==> src/rtl/si5340_reg_seq.sv <==
// Si5340 register-access sequencer: turns one page:register read/write request
// into the byte-controller command sequence, caching the device page register.
module si5340_reg_seq #(
    parameter int         DATA_WIDTH     = 8,
    parameter logic [6:0] DEV_ADDR       = 7'h74,
    parameter logic [7:0] PAGE_REG       = 8'h01,
    parameter int         TIMEOUT_CYCLES = 100000
) (
    input  logic                  clk_i,
    input  logic                  arstn_i,
    // Request channel: a request transfers on the rising edge where
    // req_valid_i && req_ready_o; the request fields must be stable while
    // req_valid_i is high, and ready stays low until the response has gone out.
    input  logic                  req_valid_i,
    output logic                  req_ready_o,
    input  logic                  req_rw_i,
    input  logic [15:0]           req_addr_i,
    input  logic [DATA_WIDTH-1:0] req_wdata_i,
    output logic                  rsp_valid_o,
    output logic [DATA_WIDTH-1:0] rsp_rdata_o,
    output logic                  rsp_err_o,
    output logic                  start_o,
    output logic                  stop_o,
    output logic                  read_o,
    output logic                  write_o,
    output logic                  ack_in_o,
    output logic [DATA_WIDTH-1:0] din_o,
    input  logic [DATA_WIDTH-1:0] dout_i,
    input  logic                  cmd_ack_i,
    output logic [3:0]            dbg_state_o
);

    localparam int TW = $clog2(TIMEOUT_CYCLES);

    typedef enum logic [3:0] {
        S_IDLE   = 4'd0,
        S_PG_DEV = 4'd1,
        S_PG_REG = 4'd2,
        S_PG_DAT = 4'd3,
        S_DEV_W  = 4'd4,
        S_REG    = 4'd5,
        S_WDATA  = 4'd6,
        S_RS_DEV = 4'd7,
        S_RDATA  = 4'd8,
        S_RSP    = 4'd9
    } state_t;

    typedef struct packed {
        logic                  start;
        logic                  stop;
        logic                  read;
        logic                  write;
        logic                  ack_in;
        logic [DATA_WIDTH-1:0] din;
    } cmd_t;

    state_t                state_q;
    logic                  pending_q;
    logic [TW-1:0]         timer_q;
    cmd_t                  cmd_q;
    logic                  ready_q;
    logic                  rsp_valid_q;
    logic                  rsp_err_q;
    logic [DATA_WIDTH-1:0] rsp_rdata_q;
    logic                  rw_q;
    logic [15:0]           addr_q;
    logic [DATA_WIDTH-1:0] wdata_q;
    logic                  pg_valid_q;
    logic [7:0]            pg_q;
    state_t                first_state;

    // A cold or different page must be selected before the access itself.
    assign first_state = (!pg_valid_q || (pg_q != req_addr_i[15:8])) ? S_PG_DEV : S_DEV_W;

    function automatic cmd_t cmd_for(input state_t s, input logic [15:0] a,
                                     input logic [DATA_WIDTH-1:0] wd);
        cmd_t c;
        c = '0;
        case (s)
            S_PG_DEV: begin
                c.start = 1'b1;
                c.write = 1'b1;
                c.din   = DATA_WIDTH'({DEV_ADDR, 1'b0});
            end
            S_PG_REG: begin
                c.write = 1'b1;
                c.din   = DATA_WIDTH'(PAGE_REG);
            end
            S_PG_DAT: begin
                c.write = 1'b1;
                c.stop  = 1'b1;
                c.din   = DATA_WIDTH'(a[15:8]);
            end
            S_DEV_W: begin
                c.start = 1'b1;
                c.write = 1'b1;
                c.din   = DATA_WIDTH'({DEV_ADDR, 1'b0});
            end
            S_REG: begin
                c.write = 1'b1;
                c.din   = DATA_WIDTH'(a[7:0]);
            end
            S_WDATA: begin
                c.write = 1'b1;
                c.stop  = 1'b1;
                c.din   = wd;
            end
            S_RS_DEV: begin
                c.start = 1'b1;
                c.write = 1'b1;
                c.din   = DATA_WIDTH'({DEV_ADDR, 1'b1});
            end
            S_RDATA: begin
                // ack_in=1 NACKs the single read byte so the slave releases SDA.
                c.read   = 1'b1;
                c.stop   = 1'b1;
                c.ack_in = 1'b1;
            end
            default: c = '0;
        endcase
        return c;
    endfunction

    function automatic state_t next_state(input state_t s, input logic rw);
        state_t n;
        n = S_IDLE;
        case (s)
            S_PG_DEV: n = S_PG_REG;
            S_PG_REG: n = S_PG_DAT;
            S_PG_DAT: n = S_DEV_W;
            S_DEV_W:  n = S_REG;
            S_REG:    n = rw ? S_RS_DEV : S_WDATA;
            S_RS_DEV: n = S_RDATA;
            S_WDATA:  n = S_RSP;
            S_RDATA:  n = S_RSP;
            default:  n = S_IDLE;
        endcase
        return n;
    endfunction

    always_ff @(posedge clk_i or negedge arstn_i) begin
        if (!arstn_i) begin
            state_q     <= S_IDLE;
            pending_q   <= 1'b0;
            timer_q     <= '0;
            cmd_q       <= '0;
            ready_q     <= 1'b1;
            rsp_valid_q <= 1'b0;
            rsp_err_q   <= 1'b0;
            rsp_rdata_q <= '0;
            rw_q        <= 1'b0;
            addr_q      <= '0;
            wdata_q     <= '0;
            pg_valid_q  <= 1'b0;
            pg_q        <= '0;
        end else begin
            rsp_valid_q <= 1'b0;
            case (state_q)
                S_IDLE: begin
                    if (req_valid_i && ready_q) begin
                        rw_q      <= req_rw_i;
                        addr_q    <= req_addr_i;
                        wdata_q   <= req_wdata_i;
                        ready_q   <= 1'b0;
                        state_q   <= first_state;
                        cmd_q     <= cmd_for(first_state, req_addr_i, req_wdata_i);
                        pending_q <= 1'b1;
                        timer_q   <= '0;
                    end
                end
                S_RSP: begin
                    ready_q   <= 1'b1;
                    rsp_err_q <= 1'b0;
                    state_q   <= S_IDLE;
                end
                default: begin
                    if (pending_q) begin
                        if (cmd_ack_i) begin
                            // Dropping the command here creates the mandatory idle gap.
                            cmd_q     <= '0;
                            pending_q <= 1'b0;
                            state_q   <= next_state(state_q, rw_q);
                            if (state_q == S_PG_DAT) begin
                                pg_valid_q <= 1'b1;
                                pg_q       <= addr_q[15:8];
                            end
                            if (state_q == S_RDATA) begin
                                rsp_rdata_q <= dout_i;
                            end
                            if ((state_q == S_WDATA) || (state_q == S_RDATA)) begin
                                rsp_valid_q <= 1'b1;
                            end
                        end else if (timer_q == TW'(TIMEOUT_CYCLES - 1)) begin
                            // The device may be left mid-transaction, so the page is unknown.
                            cmd_q       <= '0;
                            pending_q   <= 1'b0;
                            pg_valid_q  <= 1'b0;
                            state_q     <= S_RSP;
                            rsp_valid_q <= 1'b1;
                            rsp_err_q   <= 1'b1;
                            rsp_rdata_q <= '0;
                        end else begin
                            timer_q <= timer_q + TW'(1);
                        end
                    end else begin
                        cmd_q     <= cmd_for(state_q, addr_q, wdata_q);
                        pending_q <= 1'b1;
                        timer_q   <= '0;
                    end
                end
            endcase
        end
    end

    assign req_ready_o = ready_q;
    assign rsp_valid_o = rsp_valid_q;
    assign rsp_err_o   = rsp_err_q;
    assign rsp_rdata_o = rsp_rdata_q;
    assign start_o     = cmd_q.start;
    assign stop_o      = cmd_q.stop;
    assign read_o      = cmd_q.read;
    assign write_o     = cmd_q.write;
    assign ack_in_o    = cmd_q.ack_in;
    assign din_o       = cmd_q.din;
    assign dbg_state_o = state_q;

endmodule

==> config.mk <==
export PLATFORM = sky130hd
export DESIGN_NAME = si5340_reg_seq
export DESIGN_NICKNAME = d
export VERILOG_FILES = /design/src/rtl/si5340_reg_seq.sv
export SDC_FILE = /design/constraint.sdc
export NUM_CORES = 1
export LEC_CHECK = 0
export BUFFER_PORTS_ARGS = -buffer_cell sky130_fd_sc_hd__buf_2
export CAP_MARGIN = 20
export CORE_MARGIN = 1.5
export CORE_UTILIZATION = 61
export CTS_CLUSTER_DIAMETER = 120
export DETAILED_ROUTE_END_ITERATION = 16
export PLACE_DENSITY = 0.84
export SYNTH_ARGS = -nofsm -noshare
export SYNTH_HDL_FRONTEND = slang
export SYNTH_SLANG_ARGS = --single-unit
==> constraint.sdc <==
create_clock -name clk_i -period 4.2 [get_ports clk_i]
set_clock_uncertainty 0.1 [all_clocks]
set_input_delay 0.21 -clock clk_i [delete_from_list [all_inputs] [get_ports clk_i]]
set_output_delay 0.21 -clock clk_i [all_outputs]
set_load 0.05 [all_outputs]
==> results of run 1 <==
## stage by stage
step / instance area (um2) / utilization [%]
after global routing: 4730 / 74.9
after detailed placement: 4260 / 67.5
after floorplan: 3950 / -
after CTS: 4720 / 74.7
final: 4730 / 74.9
after global placement: 4260 / 67.5
## cells in the mapped netlist, drive strengths merged, types with 3 or more instances
cell and count:
o2bb2ai 10, o211ai 4, a22oi 9, dfrtp 78, and3 4, nor2b 9
nand3 11, o21ai 23, a22o 14, nand2b 5, nand4 3, a211oi 5
nand2 28, nor3 13, xnor2 12, nor2 27, mux2 30, a21oi 9
or3 3, and2 3, buf 14, inv 4, clkbuf 6, o31ai 4
## layer usage
layer	up-vias	GRT usage, %	part of all wire (%)
met1	1582	37.7	42
met3	18	6.76	5.3
met5	-	0	0
met4	0	9.99	1.8
met2	130	49.3	51
li1	1513	-	-
## power by group through the flow
stage | Sequential, mW | Clock (mW) | Combinational, mW
2_1_floorplan | 1.53 | 0 | 0.976
3_3_place_gp | 1.29 | 0 | 1.53
3_5_place_dp | 1.31 | 0 | 1.56
4_1_cts | 1.30 | 0.576 | 1.59
5_1_grt | 1.35 | 0.614 | 1.72
6_report | 1.31 | 0.572 | 1.60
## layout make-up
cell class | count | area share (%)
clock buffer | 10 | 2.91
multi-input combinational | 261 | 38.8
inverter | 5 | 0.397
timing repair buffer | 92 | 12.7
clock inverter | 6 | 1.27
sequential | 79 | 41.8
tap | 77 | 2.04
## layout by cell type, fill, tap and decap left out, types with 3 or more instances in the layout
cell type / instances
a22o_1: 14
o2bb2ai_1: 10
or3_1: 3
a211oi_1: 5
xnor2_1: 12
nand2_1: 27
nor3_1: 11
nor2b_1: 8
clkbuf_8: 10
nand2b_1: 5
dlygate4sd3_1: 27
inv_1: 4
mux2_1: 15
o211ai_1: 4
nor2_1: 26
a22oi_1: 9
mux2_2: 15
nand3_1: 10
o21ai_0: 15
a21oi_1: 9
and3_1: 4
clkinv_2: 3
buf_2: 63
o31ai_1: 4
and2_1: 3
o21ai_1: 6
dfrtp_1: 78
## sequential cells by signal, indices dropped and copies added (netlist names), 4 cells and up
| signal | cells |
|---|---|
| din_o | 8 |
| timer_q | 17 |
| dbg_state_o | 4 |
| wdata_q | 8 |
| addr_q | 16 |
| rsp_rdata_o | 8 |
| pg_q | 8 |
## worst min path at each step
stage	from	endpoint	slack, ns
2_1_floorplan	arstn_i	addr_q[0]	-0.19
3_3_place_gp	arstn_i	timer_q[5]	0.32
3_5_place_dp	req_wdata_i[0]	wdata_q[0]	0.32
4_1_cts	req_addr_i[9]	addr_q[9]	0.008
5_1_grt	req_addr_i[14]	addr_q[14]	0.005
6_report	req_addr_i[11]	addr_q[11]	0.01
## cell families after synthesis
logic type | after synthesis | share of synthesized area [%]
AND/OR/NAND/NOR | 122 | 17.3
AO/OA/AOI/OAI | 96 | 17.7
flip-flops | 79 | 50.1
multiplexers | 30 | 8.56
buffers and inverters | 25 | 3.30
XOR/XNOR | 12 | 2.66
adder cells (fa/ha/maj) | 1 | 0.317
## timing repair
| action | 4_1_cts | 5_1_grt |
|---|---|---|
| endpoints found under the hold margin | 103 | 1 |
| hold buffers | 26 | 1 |
| setup endpoints to repair | 0 | 0 |
==> impl_metrics.toml, run 1 <==
[layout]
final_cells = 530
multi_input_area_um2 = 1840
diodes = 0
drive_above_1_share_pct = 25.2
sequential_cell_area_um2 = 1980
syn_to_final_growth_pct = 19.9
num-fill-cells = 425
num-nets-final = 486

[die]
start_util_pct = 62.5
rows = 29
die-area_um2 = 6960
dieHeight_um = 83.4
die_x_um = 83.4
ios = 65
coreArea_um2 = 6310

[synth]
synth_edf_count = 0
syn_inst = 365
synth-seq-area-share_pct = 50.1
synth.area.top_cells = "dfrtp_1 (49%), mux2_1 (4.3%), mux2_2 (4.3%), a22o_1 (3.1%), xnor2_1 (2.7%)"
synth_ff_type = "dfrtp_1"
synth_top_area_cell = "dfrtp_1"
synth_seq_cells = 79
syn_area_um2 = 3950
synth-async-reset-ratio_pct = 100
avgSynthCellArea_um2 = 10.8
yosysWarnings = 0
synth_top_area_share_pct = 49.5
syn_nets = 403
synth_cell_type_count = 65

[detailed_routing]
route.detailed.vias_per_inst = 6.12
dr_total_vias = 3243
drt_iter0_markers = 317
wirelength_mm = 9.65
ant_nets = 0
first_pass_iters = 5
wl_per_cell_um = 18.2
drc_errors = 0

[pwr]
clkPwrFrac_pct = 16.4
leakage_nw = 2.10
internal_power_mw = 1.87
powerDensity_nw_per_um2 = 737
pwr-share-seq_pct = 37.5
irDropWorstVdd_mv = 0.681
comb_power_share_pct = 46.0
power.total_mw = 3.48
netSwitchingPower_mw = 1.61
swShare_pct = 46.2

[timing]
hold_viol_final = 0
worstMarginPinSlew_ns = 1.03
setup_viol = 0
holdWs_ns = 0.00994
post-route-period-util_pct = 64.6
finalMaxSlewViolations = 0
max_slew_margin_pct = 30.7
fin_tns_setup_ns = 0
rsz0062_at_grt = "false"
min_period_ns = 2.71
fin_ws_ns = 1.49
fmax_mhz = 369

[global_routing]
grtUsageTotal_pct = 29.3
grt_pass1_wl_mm = 16.0
grt_antenna_before_repair = 0
grt_pass1_vias = 3325
grt_start_max_net_pins = 80
grt_overflow = 0

[setup_path]
path_cells = "nor4_4 -> and3_1 -> buf_4 -> nor3_2 -> o31ai_1 -> o21ai_1"
start_kind = "flop"
crit_path_max_incr_delay_ns = 0.58
crit_cells = 6
endpoint = "dbg_state_o[3]"
critPathKind = "reg2reg"
r2r_end = "dbg_state_o[3]"
crit_slowest_cell = "dfrtp_1"
crit_buf_inv = 1
cp_top_family = "simple AND/OR/NAND/NOR gates"
cp_max_fo = 20
rr_startpoint = "dbg_state_o[0]"
cp-end-kind = "flop"
cp.arrival_ns = 2.84
ff2ff_path_depth = 6
critPathLaunch = "dbg_state_o[0]"
required_ns = 4.33
reg2reg_setup_slack_ns = 1.49

[status]
status = "complete, no violations"

[clock_network]
cts_setup_buffers = 0
cts_max_level = 3
clkSinkCount = 79
ctsResizeCount = 0
numCtsBuffers = 9
clock-root-buffer = "clkbuf_8"
clock_path_buffers = 2
clkLatencyLatePin_ns = 0.36
cts_tree = "yes"
path_clk_slew_ns = 0.08

[job]
maxCapViolations = 0

[placed_design]
port_buffers = 64
place_ws_ns = 1.54
place.gp.congestion = 0.889
placed_cells_incl_taps = 487
dpl.hpwl_mm = 6.32

[worst_hold_path]
hold_class = "in2reg"
hold_depth = 2
No activity file was read; power rests on OpenSTA's default activity.
==> run 2: changes to the inputs <==
Settings changed: ABC_AREA set to 1, CORE_UTILIZATION 61 to 57, PLACE_DENSITY 0.84 to 0.79.
Clock period 4.2 ns to 2.7 ns, I/O delays scaled along.
==> run 2 against run 1 <==
Compared with the run above:
- synthesized cell count grew 61%
- final cell count grew 48%
- clock-buffer cell count shrank 1
- critical endpoint is now pg_valid_q
- largest power group unchanged
==> impl_metrics.toml, run 2 <==
[clock_network]
clock_path_buffers = 2
clock-root-buffer = "clkbuf_8"
cts_tree = "yes"
clkLatencyLatePin_ns = 0.35
ctsResizeCount = 0
numCtsBuffers = 9
clkSinkCount = 79
path_clk_slew_ns = 0.09
cts_max_level = 3

[die]
coreArea_um2 = 7330
die_x_um = 90.4
die-area_um2 = 8180
ios = 65
dieHeight_um = 90.4
start_util_pct = 59.4
rows = 31

[setup_path]
critPathKind = "reg2reg"
critPathLaunch = "dbg_state_o[3]"
endpoint = "pg_valid_q"
rr_startpoint = "dbg_state_o[3]"
cp_max_fo = 11
cp.arrival_ns = 2.27
ff2ff_path_depth = 8
start_kind = "flop"
cp-end-kind = "flop"
r2r_end = "pg_valid_q"
required_ns = 2.84
reg2reg_setup_slack_ns = 0.57

[global_routing]
grtUsageTotal_pct = 27.4
grt_antenna_before_repair = 0
grt_start_max_net_pins = 80
grt_overflow = 0
grt_pass1_vias = 3941
grt_pass1_wl_mm = 18.1

[detailed_routing]
dr_total_vias = 4061
first_pass_iters = 5
wl_per_cell_um = 13.5
wirelength_mm = 10.6
ant_nets = 0
drt_iter0_markers = 198
route.detailed.vias_per_inst = 5.17
drc_errors = 0

[timing]
setup_viol = 0
max_slew_margin_pct = 47.5
fin_tns_setup_ns = 0
worstMarginPinSlew_ns = 0.785
hold_viol_final = 0
finalMaxSlewViolations = 0
rsz0062_at_grt = "false"
post-route-period-util_pct = 78.9
fmax_mhz = 470
min_period_ns = 2.13

[pwr]
irDropWorstVdd_mv = 0.711
leakage_nw = 2.73
powerDensity_nw_per_um2 = 1040

[synth]
avgSynthCellArea_um2 = 7.44
syn_area_um2 = 4360
synth_cell_type_count = 35
synth_top_area_share_pct = 44.8
syn_inst = 586
synth-seq-area-share_pct = 45.4
synth_edf_count = 0
synth.area.top_cells = "dfrtp_1 (45%), nand2_1 (21%), o21ai_2 (4.4%), nor2_1 (4.0%), inv_1 (3.8%)"
synth_commonest_cells = "nand2_1 (249), dfrtp_1 (78), nor2_1 (47)"
synth_ff_type = "dfrtp_1"
yosysWarnings = 0
synth_seq_cells = 79
synth.most_common_cell = "nand2_1"
synth-async-reset-ratio_pct = 100
syn_nets = 624
synth_top_area_cell = "dfrtp_1"

[placed_design]
dpl.hpwl_mm = 7.09
post_dp_cell_area_um2 = 4680
place.gp.congestion = 0.863
port_buffers = 64

[layout]
layout.cells.most_common = "nand2_1"
drive_above_1_share_pct = 20.3
most-common-layout-cells = "nand2_1 (249), dfrtp_1 (78), buf_2 (63)"
num-fill-cells = 580
largest_register_ff_count = 17
multi_input_area_um2 = 2040
sequential_cell_area_um2 = 1980
diodes = 0
syn_to_final_growth_pct = 20.4
fin_area_um2 = 5250
top_register = "timer_q"
largestRegisters = "timer_q (17), addr_q (16)"
num-nets-final = 719

[job]
maxCapViolations = 0

[worst_hold_path]
hold_depth = 3
hold_class = "in2reg"

[status]
status = "complete, no violations"
-- run 2: layout make-up --
cell class                 count  share of cell area (%)
timing repair buffer         100                    13.3
clock buffer                   9                    2.36
tap                           99                    2.36
multi-input combinational    438                    38.9
inverter                      53                    3.82
clock inverter                 7                    1.55
sequential                    79                    37.7
-- run 2: through the flow --
stage | std cells | hold slack (ns) | util (%) | power (mW) | setup WS [ns]
floorplan | 586 | -0.261 | - | 4.06 | 0.826
CTS | 784 | 0.0144 | 71.2 | 5.47 | 0.614
detailed placement | 735 | 0.231 | 63.9 | 4.51 | 0.625
global placement | 735 | 0.228 | 63.9 | 4.44 | 0.655
finish | 785 | 0.0182 | 71.5 | 5.47 | 0.571
global route | 785 | 0.0297 | 71.5 | 5.85 | 0.383
-- run 2: kinds of logic after synthesis --
family	share of synthesized area [%]
compound gates	10.5
xor+xnor	0.201
fa+ha+maj	0.287
buf+inv	7.75
flops	45.4
simple gates	35.9
-- run 2: repair_timing --
| item | in CTS | in global routing |
|---|---|---|
| hold buffers | 33 | 0 |
| buffers inserted | 0 | 0 |
| endpoints found under the hold margin | 110 | 0 |
-- run 2: worst min-delay path by stage --
stage                       end           start
CTS                  addr_q[10]  req_addr_i[10]
finish               addr_q[10]  req_addr_i[10]
global route        timer_q[11]         arstn_i
detailed placement   wdata_q[4]  req_wdata_i[4]
floorplan             addr_q[0]         arstn_i
global placement     wdata_q[5]  req_wdata_i[5]
-- run 2: report_power, final --
group / switching, mW / total, mW / internal, mW
Combinational: 1.95 / 2.63 / 0.686
Sequential: 0.310 / 1.92 / 1.61
Clock: 0.479 / 0.919 / 0.440
Total: 2.74 / 5.47 / 2.73
-- run 2: routing by layer --
| metal | track usage (%) | vias to the layer above | wire (um) |
|---|---|---|---|
| met2 | 45.3 | 117 | 5100 |
| met1 | 36.4 | 1873 | 4740 |
| met5 | 0 | - | 0 |
| met4 | 10.8 | 0 | 291 |
| met3 | 4.04 | 25 | 502 |
| li1 | - | 2046 | - |
-- run 2: critical path, stage by stage, from the launching register on --
cell and delay (ns):
dfrtp_1 0.49, inv_2 0.15, nand2_1 0.08, nor2_1 0.60, inv_1 0.18, a21oi_1 0.19, nand3_1 0.09, nand2_1 0.09
nand2_1 0.05
==> run 3: changes to the inputs <==
Settings changed: ABC_AREA 1 to 0, CORE_UTILIZATION 57 to 56, PLACE_DENSITY 0.79 to 0.78.
Clock period 2.7 ns to 2.12 ns, I/O delays scaled along.
==> run 3 against run 2 <==
Compared with the run above:
- design area down 3.7%
- largest power group unchanged
- largest cell class is now sequential cells
- core utilization up 2.8 points
- die area down 7.6%
- setup slack worse by 0.48 ns
- global-route usage up 1.4 points
- critical path type unchanged
- sequential power up 31%
- critical path depth down 3
- highest routed layer unchanged
- power up 33%
==> impl_metrics.toml, run 3 (synthesis gave the netlist of run 1 again) <==
[detailed_routing]
first_pass_iters = 4
wirelength_mm = 10.0
route.detailed.vias_per_inst = 5.75
drt_iter0_markers = 172
dr_total_vias = 3342
drc_errors = 0
wl_per_cell_um = 17.3
ant_nets = 0

[layout]
largest_register_ff_count = 17
most-common-layout-cells = "dfrtp_1 (74), buf_2 (63), dlygate4sd3_1 (34)"
diodes = 0
top_register = "timer_q"
drive_above_1_share_pct = 29.9
sequential_cell_area_um2 = 1980
layout.cells.most_common = "dfrtp_1"
largestRegisters = "timer_q (17), addr_q (16)"
multi_input_area_um2 = 1840
syn_to_final_growth_pct = 28.0
num-nets-final = 518
num-fill-cells = 477

[pwr]
powerDensity_nw_per_um2 = 1440
power.total_mw = 7.27
irDropWorstVdd_mv = 0.896
leakage_nw = 2.27

[clock_network]
path_clk_slew_ns = 0.08
clkLatencyLatePin_ns = 0.36
cts_max_level = 3
clock-root-buffer = "clkbuf_8"
clkSinkCount = 79
numCtsBuffers = 9
cts_tree = "yes"
clock_path_buffers = 2

[timing]
finalMaxSlewViolations = 0
min_period_ns = 2.03
fmax_mhz = 492
max_slew_margin_pct = 61.9
rsz0062_at_grt = "false"
worstMarginPinSlew_ns = 0.571
setup_viol = 0
hold_viol_final = 0
post-route-period-util_pct = 95.8
holdWs_ns = 0.117

[die]
coreArea_um2 = 6790
dieHeight_um = 86.9
die-area_um2 = 7560
ios = 65
start_util_pct = 58.1
die_x_um = 86.9
rows = 30

[global_routing]
grt_overflow = 0
grt_antenna_before_repair = 0
grt_pass1_wl_mm = 16.4
grt_pass1_vias = 3447
grt_start_max_net_pins = 38
grtUsageTotal_pct = 28.8

[setup_path]
path_cells = "a211oi_1 -> o21a_1 -> nor2_4 -> o21ai_2 -> a22o_1"
critPathLaunch = "dbg_state_o[0]"
cp_max_fo = 13
critPathKind = "reg2reg"
cp.arrival_ns = 2.22
crit_buf_inv = 0
cp_top_family = "compound AO/OA/AOI/OAI gates"
start_kind = "flop"
crit_slowest_cell = "o21a_1"
required_ns = 2.31
crit_path_max_incr_delay_ns = 0.53
rr_startpoint = "dbg_state_o[0]"
cp-end-kind = "flop"

[placed_design]
port_buffers = 64
place.gp.congestion = 0.927
dpl.hpwl_mm = 6.81

[worst_hold_path]
hold_class = "in2reg"
worstHoldStart = "cmd_ack_i"

[job]
maxCapViolations = 0

[status]
status = "complete, no violations"
==> run 3: cell count changes in the layout (fill, tap and decap cells not counted), sizes merged, moves of 10 or more <==
cell     delta
inv        -48
mux2       +30
nand2     -231
o21ai      -27
nand3      -18
o2bb2ai    +10
nor2       -29
nand4      -13
nor3       +11
xnor2      +12
buf        +23
a22o       +14
==> run 3: final timing paths <==
| check | end | slack [ns] | cells past startpoint |
|---|---|---|---|
| max | rsp_rdata_o[6] | 0.09 | 5 |
| min | rsp_err_o | 0.12 | 2 |
| max reg2reg | rsp_rdata_o[6] | 0.09 | 5 |
| min reg2reg | din_o[6] | 0.39 | 1 |
| max in group asynchronous | timer_q[12] | 1.16 | 3 |
| min in group asynchronous | timer_q[6] | 0.14 | 2 |
==> run 3: layout make-up <==
class / instances / share of cell area (%)
tap: 96 / 2.38
clock buffer: 11 / 3.00
sequential: 79 / 39.3
clock inverter: 5 / 1.26
timing repair buffer: 124 / 17.2
multi-input combinational: 261 / 36.5
inverter: 5 / 0.372
==> run 3: worst register-to-register path: cells and delay by family, from the launching register on <==
| kind | cells | cell delay (ns) |
|---|---|---|
| simple gates | 1 | 0.17 |
| flops | 1 | 0.46 |
| compound gates | 4 | 1.24 |
==> run 3: report_power, final <==
part / total [mW] / internal [mW] / switching [mW]
logic: 3.56 / 1.33 / 2.23
clock network: 1.19 / 0.619 / 0.575
registers: 2.51 / 2.07 / 0.447
total: 7.27 / 4.02 / 3.26
==> run 3: per-layer routing <==
layer  part of all wire, %  GRT usage [%]  vias up
met5                     0              0        -
met4                   1.7           10.3        0
met2                    53           51.9      105
met3                   4.6           6.16       16
met1                    41           33.9     1643
li1                      -              -     1578
==> run 3: through the flow <==
step | setup TNS [ns] | std cells | util, % | instance area [um2] | worst slack (ns)
CTS | 0 | 581 | 74.3 | 5050 | 0.0922
finish | 0 | 581 | 74.3 | 5050 | 0.0893
floorplan | 0 | 365 | - | 3960 | 0.00614
detailed placement | -0.00577 | 531 | 66.1 | 4490 | -0.00577
global route | 0 | 581 | 74.3 | 5050 | 0.00200
global placement | 0 | 531 | 66.1 | 4490 | 0.0404
==> run 3: what timing repair did <==
action,4_1_cts,5_1_grt
setup buffers,0,0
hold buffers,34,0
gates resized for setup,1,1
pin swaps,0,0
endpoints found under the hold margin,67,0
endpoints found under the setup margin,1,1
